### src/rtl/mult4x4_seq_ctrl_if.sv
// mult4x4_seq_ctrl_if: operand request, status and result bundle for the 4x4 sequential multiplier
interface mult4x4_seq_ctrl_if;
   logic       start;
   logic [3:0] a;
   logic [3:0] b;
   logic       busy;
   logic       done;
   logic [7:0] product;
   modport master (output start, a, b, input busy, done, product);
   modport slave (input start, a, b, output busy, done, product);
endinterface

### src/rtl/mult4x4_seq_ctrl.sv
// mult4x4_seq_ctrl: 4x4 unsigned multiplier sequencing four 2x2 partial products
// through one shared multiplier_2bit cell, with shift-accumulate into an 8-bit result.
module multiplier_2bit (
   input  logic [1:0] x,
   input  logic [1:0] y,
   output logic [3:0] p
);
   logic t1, t2, t3, c;
   assign t1 = x[1] & y[0];
   assign t2 = x[0] & y[1];
   assign t3 = x[1] & y[1];
   assign c = t1 & t2;
   assign p = {t3 & c, t3 ^ c, t1 ^ t2, x[0] & y[0]};
endmodule

module mult4x4_seq_ctrl (
   input logic               clk,
   input logic               rst_n,
   mult4x4_seq_ctrl_if.slave bus
);
   localparam logic [1:0] IDLE = 2'd0;
   localparam logic [1:0] MUL  = 2'd1;
   localparam logic [1:0] DONE = 2'd2;
   logic [1:0] state;
   logic [1:0] step;
   logic [3:0] a_q, b_q;
   logic [7:0] acc, product_q;
   logic [1:0] mx, my;
   logic [3:0] m;
   logic [2:0] sh;
   logic [7:0] pp, sum;
   // step[1] picks the high half of a, step[0] the high half of b
   always_comb begin
      mx = step[1] ? a_q[3:2] : a_q[1:0];
      my = step[0] ? b_q[3:2] : b_q[1:0];
      sh = (step == 2'd3) ? 3'd4 : (step == 2'd0) ? 3'd0 : 3'd2;
   end
   multiplier_2bit u_mul (.x(mx), .y(my), .p(m));
   assign pp = {4'd0, m} << sh;
   assign sum = acc + pp;
   always_ff @(posedge clk or negedge rst_n)
      if (!rst_n) begin
         state <= IDLE;
         step <= 2'd0;
         a_q <= 4'd0;
         b_q <= 4'd0;
         acc <= 8'd0;
         product_q <= 8'd0;
      end else
         case (state)
            IDLE, DONE:
               if (bus.start) begin
                  a_q <= bus.a;
                  b_q <= bus.b;
                  acc <= 8'd0;
                  step <= 2'd0;
                  state <= MUL;
               end else
                  state <= IDLE;
            MUL: begin
               acc <= sum;
               step <= step + 2'd1;
               if (step == 2'd3) begin
                  product_q <= sum;
                  state <= DONE;
               end
            end
            default: state <= IDLE;
         endcase
   assign bus.busy = state == MUL;
   assign bus.done = state == DONE;
   assign bus.product = product_q;
endmodule

### src/flat_wrapper.sv
// flat-port wrapper written by rule: the top's interface ports become plain ports
module mult4x4_seq_ctrl_flat 
  (clk, rst_n, bus_start, bus_a, bus_b, bus_busy, bus_done, bus_product);
  mult4x4_seq_ctrl_if bus_i ();
  input logic clk;
  input logic rst_n;
  input wire logic [$bits(bus_i.start)-1:0] bus_start;
  input wire logic [$bits(bus_i.a)-1:0] bus_a;
  input wire logic [$bits(bus_i.b)-1:0] bus_b;
  output wire logic [$bits(bus_i.busy)-1:0] bus_busy;
  output wire logic [$bits(bus_i.done)-1:0] bus_done;
  output wire logic [$bits(bus_i.product)-1:0] bus_product;
  assign bus_i.start = bus_start;
  assign bus_i.a = bus_a;
  assign bus_i.b = bus_b;
  assign bus_busy = bus_i.busy;
  assign bus_done = bus_i.done;
  assign bus_product = bus_i.product;
  mult4x4_seq_ctrl u_core (.clk(clk), .rst_n(rst_n), .bus(bus_i));
endmodule
### config.mk
export PLATFORM = sky130hd
export DESIGN_NAME = mult4x4_seq_ctrl_flat
export DESIGN_NICKNAME = d
export VERILOG_FILES = /design/src/rtl/mult4x4_seq_ctrl_if.sv /design/src/rtl/mult4x4_seq_ctrl.sv /design/src/flat_wrapper.sv
export SDC_FILE = /design/constraint.sdc
export NUM_CORES = 1
export LEC_CHECK = 0
export BUFFER_PORTS_ARGS = -buffer_cell sky130_fd_sc_hd__buf_2
export CORE_MARGIN = 2
export CORE_UTILIZATION = 30
export DETAILED_ROUTE_END_ITERATION = 6
export PLACE_DENSITY_LB_ADDON = 0.25
export SYNTH_ARGS = -nofsm -noshare
export SYNTH_HDL_FRONTEND = slang
export SYNTH_SLANG_ARGS = --single-unit
### constraint.sdc
create_clock -name clk -period 2.65 [get_ports clk]
set_clock_uncertainty 0.1 [all_clocks]
set_input_delay 0.1325 -clock clk [delete_from_list [all_inputs] [get_ports clk]]
set_output_delay 0.1325 -clock clk [all_outputs]
set_load 0.02 [all_outputs]
Word-level counts from Yosys, hierarchy flattened --
Index checks and enable logic that the tools add are counted.
Cells by class: add/sub/neg operators 2, equality and inequality tests 5, shift-type cells 1, mux-type cells 11, bitwise logic cells 8, reductions and logical operators 7
Operator list (count):
- $pmux 8 s2 | 1
- $mux 2 | 5
- $add 8x8->8 | 1
- $mux 8 | 1
- $pmux 2 s2 | 2
- $shl 4x3->8 | 1
- $and 1x1->1 | 6
- $reduce_and 2->1 | 3
- $eq 2x2->1 const B | 2
- $logic_not 2->1 | 2
- $mux 3 | 1
- $add 2x1->2 const B | 1
- $eq 2x1->1 const B | 1
- $ne 2x1->1 const B | 1
- $ne 2x2->1 const B | 1
- $reduce_bool 2->1 | 1
- $reduce_or 2->1 | 1
- $xor 1x1->1 | 2
- $mux 1 | 1
Word-level totals: bits in registers 28

Depth between registers and ports, before layout --
Gate-level depths: netlist (run 1).
word-level depth 7, depth in mapped cells 12

Hierarchy --
From an unflattened synthesis (run 1), not the netlist that was laid out.
Second synthesis, totals: cells, all modules 162, area, all modules 1612.8 um^2
By module, submodules not included:
- mult4x4_seq_ctrl | instances 1, cells each 156, area an instance 1562.7 um^2, seq. area each 700.7 um^2
- multiplier_2bit | instances 1, cells each 6, area an instance 50.0 um^2, seq. area each 0.0 um^2

Least setup slack after synthesis (run 1) --
Ideal clock, no wire load.
path type reg2reg, start reg u_core.step[0], end reg u_core.product_q[7], in the netlist u_core.bus.product[7], library setup time 0.125 ns, arrival 2.698 ns, setup slack -0.273 ns, cell stages (with the launch flop) 13, period minus slack after synthesis 2.923 ns, cells stage by stage dfrtp_1 mux2i_1 nor2_1 ha_1 ha_1 mux2i_1 nor2b_1 ha_1 nand2_1 o21ai_1 nand2_2 xnor3_1 mux2_4
On the way: cells in the longest elaborated chain, start to end 6
Ends and longest elaborated chain:
- start: declaration | RTL line mult4x4_seq_ctrl.sv:25 | logic [1:0] step;
- start signal: assignment | RTL line mult4x4_seq_ctrl.sv:62 | step <= step + 2'd1;
- $mux 2 | RTL line mult4x4_seq_ctrl.sv:35 | my = step[0] ? b_q[3:2] : b_q[1:0];
- $and 1x1->1 (on tied branches) | RTL line mult4x4_seq_ctrl.sv:9, mult4x4_seq_ctrl.sv:10
- $and 1x1->1 | RTL line mult4x4_seq_ctrl.sv:12 | assign c = t1 & t2;
- $xor 1x1->1 or $and 1x1->1 (tied branches) | RTL line mult4x4_seq_ctrl.sv:13 | assign p = {t3 & c, t3 ^ c, t1 ^ t2, x[0] & y[0]};
- $shl 4x3->8 | RTL line mult4x4_seq_ctrl.sv:39 | assign pp = {4'd0, m} << sh;
- $add 8x8->8 | RTL line mult4x4_seq_ctrl.sv:40 | assign sum = acc + pp;
- end signal: assignment | RTL line mult4x4_seq_ctrl.sv:64 | product_q <= sum;
- end: declaration | RTL line mult4x4_seq_ctrl.sv:27 | logic [7:0] acc, product_q;
Parallel ways exist; a longest one is shown, timed or not. A chain may end at the register's enable or synchronous reset.

Worst setup path after layout (run 1) --
Same ends and word-level chain as after synthesis.

==> results of run 1 <==
## logic make-up (layout without fill, tap and decap cells)
group	Yosys count	after routing
simple gates	71	71
compound gates	29	29
flops	28	28
fa+ha+maj	11	11
mux	11	11
buf+inv	8	59
xor+xnor	5	5
## placed cells by master, fill, tap and decap left out, types with 5 or more instances in the layout
cell type and count:
a22o_1 6, buf_2 20, buf_4 23, dfrtp_1 27
dlygate4sd3_1 9, ha_1 5, nand2_1 36, nand2b_1 5
nor2_1 11, nor2b_1 7, o21ai_1 5
## what timing repair did
| action | in CTS | in global routing |
|---|---|---|
| hold buffers | 9 | 0 |
| resized for setup | 8 | 12 |
| endpoints found under the hold margin | 36 | 0 |
| setup buffers | 2 | 2 |
| pin swaps | 19 | 6 |
| setup endpoints to repair | 8 | 10 |
## per-layer routing
metal | global-route usage [%] | part of all wire, %
met3 | 3.176 | 3.4
met2 | 21.40 | 46
met1 | 18.03 | 50
met4 | 3.818 | 1.0
met5 | 0 | 0
## per-stage QoR
stage	util (%)	std cells	cell area [um2]
floorplan	-	163	1619
global placement	37.73	267	1927
detailed placement	37.73	267	1927
CTS	41.55	282	2122
global route	42.63	284	2177
finish	42.63	284	2177
## registers in the layout (all words and copies together) (netlist names)
name and flops:
u_core.state 2, u_core.step 2, u_core.bus.product 8, u_core.a_q 4
u_core.b_q 4, u_core.acc 8
## path summary, 6_finish.rpt
path | startpoint | depth (start not counted) | to
hold / removal | bus_start | 4 | u_core.a_q[2]$_DFFE_PN0P_
min in group asynchronous | rst_n | 2 | u_core.acc[0]$_DFFE_PN0P_
setup reg to reg | u_core.step[0]$_DFFE_PN0P_ | 12 | u_core.bus.product[7]$_DFFE_PN0P_
setup / recovery | u_core.step[0]$_DFFE_PN0P_ | 12 | u_core.bus.product[7]$_DFFE_PN0P_
hold reg to reg | u_core.bus.product[4]$_DFFE_PN0P_ | 2 | u_core.bus.product[4]$_DFFE_PN0P_
max in group asynchronous | rst_n | 2 | u_core.step[0]$_DFFE_PN0P_
## critical path, stage by stage (launching register included)
cell      delay (ps)
dfrtp_2          430
mux2i_2          250
nor2_1            80
ha_2             200
ha_4             270
mux2i_1           70
nor2b_1          170
ha_1             290
a21oi_2          190
o211ai_2         140
nand2_2           80
xnor3_1          200
mux2_4           260
## area by class of cell
| cell class | instances | area (um2) | share of cell area, % |
|---|---|---|---|
| inverter | 2 | 7.507 | 0.3448 |
| timing repair buffer | 53 | 374.1 | 17.18 |
| clock buffer | 4 | 55.05 | 2.529 |
| tap | 70 | 87.58 | 4.023 |
| multi-input combinational | 127 | 950.9 | 43.68 |
| sequential | 28 | 701.9 | 32.24 |
## where the power goes
| group | total (mW) | internal, mW | switching (mW) |
|---|---|---|---|
| Sequential | 0.745 | 0.617 | 0.128 |
| Combinational | 1.68 | 0.842 | 0.840 |
| Clock | 0.270 | 0.133 | 0.137 |
| Total | 2.70 | 1.59 | 1.11 |
==> run metrics, run 1 <==
# DRC 0; Worst Path Required 2720 ps; area share of xor/xnor cells in the synthesized design between 3 and 4%; Root Driver clkbuf_8; fraction of layout cells with a size suffix above 1 roughly a third; mux contribution to synthesized area 7.492%; gr ovfl total 0; ANT cells 0; vias per cell between 4 and 5; Worst-path clk slew roughly 100 ps; mapped cell area 1587 um2; die height 76.72 um; Synth Area per Inst 9.733 um2; Hold WC Path Type in -> reg; RSZ-0062 raised after global routing yes; Iteration-0 DRC Markers 32; total CTS buffers 3; Worst setup SP type register; period utilisation layout 106.9%; post-route ant nets 0; FF+latch count, synth 28; number of global-route vias before repair around 1,300; Post-synth top cells nand2_1 (36), dfrtp_1 (28), nor2_1 (11); largest cells by area after synthesis dfrtp_1 (44%), nand2_1 (8.5%), ha_1 (7.9%), mux2i_1 (4.4%), a22o_1 (3.3%); PortBufs 20; critical-path maximum fanout 4; most common cell in the netlist nand2_1; setup total negative slack -433.7 ps; initial antenna violation count 0; Die X-Extent 76.72 um; largest family of logic cells by synthesized area simple AND/OR/NAND/NOR gates; H-tree Lvls 1; DR WL/cell 12.65 um; failing checks negative setup slack; Simple-Gate Fraction of Synth Area just over 20%; gp weighted congestion around 0.75; Tot Pwr about 2.7 mW; Initial Utilization between 30% and 40%; ys async rst share between 90% and 100%; first-pass GRT wire length 6237 um; FP Rows 26; CTS sink count 28; Synth Area in Compound Gates about an eighth; DR vias 1,255; clk buf depth 2; Max Cap Viol 0; DRT Wirelength approximately 3600 um; Worst-Skew Late Latency 280 ps; gr usage total between 10 and 15%; Area Overhead vs Synth 37.22%; largest net degree at the start of global routing 29; Synth Area in Adders slightly above 9%; worst-margin pin slew between 600 and 700 ps; die area 5886 um2; fin worst setup slack -182.6 ps; Cell variety after synth 37; Fmax roughly 0.35 GHz; sequential area share after synthesis 44.16%; drt pass-1 iters 4; Net Count, Synth between 150 and 200; Post-Syn Instances about 160; Synth warnings 0; Max-slew headroom between 50% and 60%; Synth Flop Type dfrtp_1; worst vdd ir ~0.49 mV; DPL Wire Length between 2000 and 3000 um; R2R setup slack -180 ps; post-synth top area share between 40% and 50%; Crit Path Class reg -> reg; area leader, netlist dfrtp_1; pwr dens between 1000 and 1500 nW/um2; Final Setup Violations 4; FILL cells between 500 and 600; io pins 21; TritonCTS clock tree built; CP Capture Type register; final hold slack ~260 ps; Critical Path AT slightly below 3000 ps; Pleak about 1.1 nW; core area ~5100 um2; fin crit period 2833 ps; status finished with violations; post-place setup slack -246.6 ps; Final nets roughly 240; EDFF count, synth 0; Max Slew Vio Count 0; final hold vios 0
Power figures use the tool's default switching activity.
==> run 2: changes to the inputs <==
- SYNTH_HIERARCHICAL: unset -> 1
==> run 2 against run 1 <==
The flow still finishes with violations (negative setup slack). Critical path depth unchanged. Die area grew 1.6%. Synthesized cell count down 0.61%. Design area increased by 5.4%. Clock-buffer cell count down 1. Sequential share of layout area down 1.7 points. Wire length is 0.33% higher. Power up 9.0%. Sequential cell count stayed put. Clock power is 29% higher. Critical path type unchanged. Largest power group unchanged.
==> run metrics, run 2 <==
status finished with violations; failing checks negative setup slack; Worst-path clk slew 110 ps; post-route ant nets 0; sequential cell area approximately 700 um2; Max Cap Viol 0; first-pass GRT wire length between 6000 and 7000 um; largest cells by area after synthesis dfrtp_1 (43%), ha_1 (7.8%), nand2_1 (7.4%), mux2_2 (4.9%), a22o_1 (4.3%); most common cell in the netlist nand2_1; FP Rows 26; gr usage total 13.01%; most common cell after layout, fill and taps aside nand2_1; Initial Utilization between 30% and 40%; DR WL/cell 12.70 um; grt met2 use between 20 and 25%; dpl cells between 200 and 300; gp weighted congestion approximately 0.74; core area slightly above 5000 um2; number of global-route vias before repair between 1,000 and 1,500; H-tree Lvls 1; Final Setup Violations 11; CP Capture Type register; sequential area share after synthesis a little over two fifths; fin worst setup slack -280.0 ps; largest net degree at the start of global routing 29; routing usage on met1 18.15%; ys async rst share 100.0%; clk buf depth 2; fin crit period slightly below 3000 ps; Synth warnings 6; Crit Path Class reg -> reg; mapped cell area approximately 1600 um2; period utilisation layout 110.6%; ANT cells 0; DPL Wire Length between 2000 and 3000 um; Area Overhead vs Synth 42.28%; worst vdd ir 0.5698 mV; RSZ-0062 raised after global routing yes; worst-margin pin slew 652.4 ps; Critical Path AT roughly 3000 ps; Post-synth top cells nand2_1 (32), dfrtp_1 (28), ha_1 (10); Die X-Extent a little under 80 um; gr ovfl total 0; critical-path maximum fanout 3; post-synth top area share a little over two fifths; Pleak 1.132 nW; vias per cell about 4.6; drt pass-1 iters 4; Synth Area per Inst ~10 um2; final hold slack 237.3 ps; initial antenna violation count 0; Post-Syn Instances between 150 and 200; Hold WC Path Type in -> reg; Net Count, Synth about 180; area leader, netlist dfrtp_1; met3 global-route usage about 2%; Fmax approximately 0.34 GHz; Finished Layout Cells 284; FF+latch count, synth 28; EDFF count, synth 0; io pins 21; most frequent cells in the layout nand2_1 (31), dfrtp_1 (28), buf_4 (21), buf_2 (20); fraction of layout cells with a size suffix above 1 40.65%; Worst-Skew Late Latency approximately 280 ps; Cell variety after synth 36; Worst Path Required about 2700 ps; die area between 5000 and 6000 um2; busiest grt layer met2; PortBufs 20; Max Slew Vio Count 0; Synth Flop Type dfrtp_1; TritonCTS clock tree built; total CTS buffers 3; Max-slew headroom between 50% and 60%; utilization of the core after routing between 40 and 50%; CTS sink count 28; FILL cells 537; Final nets between 200 and 250; area taken by multi-input logic gates 1042 um2; Iteration-0 DRC Markers 29; Root Driver clkbuf_8; DR vias ~1,300; # DRC 0; Worst setup SP type register; DRT Wirelength roughly 3600 um; final hold vios 0; pwr dens 1281 nW/um2; die height 77.32 um
-- run 2: cell types whose count changed after synthesis, sizes merged, moves of 2 or more --
cell,before,now
a21o,3,1
a22o,6,8
and2,1,5
buf,4,1
inv,2,6
mux2,4,10
mux2i,7,3
nand2,37,34
nor2,11,8
or3,2,0
or4,0,2
xnor2,1,3
xor2,3,1
-- run 2: power by group --
part	internal (mW)	switching, mW
clock network	0.203	0.145
logic	0.973	0.894
registers	0.613	0.113
total	1.79	1.15
-- run 2: cell type report --
cell class	count	area share [%]
inverters	6	0.9815
well taps	70	3.817
flip-flops and latches	28	30.53
clock buffers	3	1.799
clock inverters	1	1.309
multi-input cells	124	45.42
repair buffers	52	16.14
-- run 2: worst max-delay path: stages (launching register included) --
cell	delay, ps
dfrtp_1	440
mux2_4	320
and2_4	170
ha_4	150
ha_4	210
mux2i_2	160
nor2b_1	70
ha_1	320
a21oi_2	200
o211ai_2	140
nand2_2	80
xnor3_1	210
mux2_4	260
-- run 2: path summary, 6_finish.rpt --
kind                                       startpoint                           endpoint  slack, ps  cells after the start
min                                         bus_start        u_core/state[0]$_DFFE_PN0P_        240                      3
min reg2reg                 u_core/b_q[1]$_DFFE_PN0P_          u_core/b_q[1]$_DFFE_PN0P_        380                      2
max in group asynchronous                       rst_n          u_core/b_q[1]$_DFFE_PN0P_       1720                      2
max                        u_core/step[0]$_DFFE_PN0P_  u_core/bus.product[7]$_DFFE_PN0P_       -280                     12
min in group asynchronous                       rst_n          u_core/acc[2]$_DFFE_PN0P_        300                      2
max reg2reg                u_core/step[0]$_DFFE_PN0P_  u_core/bus.product[7]$_DFFE_PN0P_       -280                     12
-- run 2: cells by family (layout without fill, tap and decap cells) --
family,Yosys count,after routing,share of synthesized area (%)
flip-flops,28,28,43.44
XOR/XNOR,5,5,3.569
multiplexers,13,13,9.077
AO/OA/AOI/OAI,28,28,12.57
buffers and inverters,10,62,2.560
AND/OR/NAND/NOR,67,67,19.78
adder cells (fa/ha/maj),11,11,8.999
-- run 2: what timing repair did --
| action | in CTS | in global routing |
|---|---|---|
| endpoints found under the setup margin | 11 | 11 |
| hold buffers | 9 | 0 |
| resized for setup | 13 | 12 |
| pin swaps | 15 | 11 |
| hold endpoints to repair | 36 | 0 |
| buffers inserted | 1 | 2 |
-- run 2: routing by layer --
layer | up-vias | share of wire [%]
li1 | 661 | -
met1 | 631 | 49
met2 | 17 | 48
met3 | 2 | 2.2
met4 | 0 | 0.64
met5 | - | 0
-- run 2: per-stage QoR --
stage / setup TNS [ps] / worst slack (ps) / total power, mW / instance area [um2]
finish: -1638 / -280.0 / 2.940 / 2295
global route: -2806 / -415.9 / 3.185 / 2295
CTS: -1442 / -282.2 / 2.819 / 2230
detailed placement: -1790 / -287.4 / 2.324 / 2004
global placement: -1898 / -303.4 / 2.318 / 2004
floorplan: -1056 / -212.8 / 1.794 / 1678
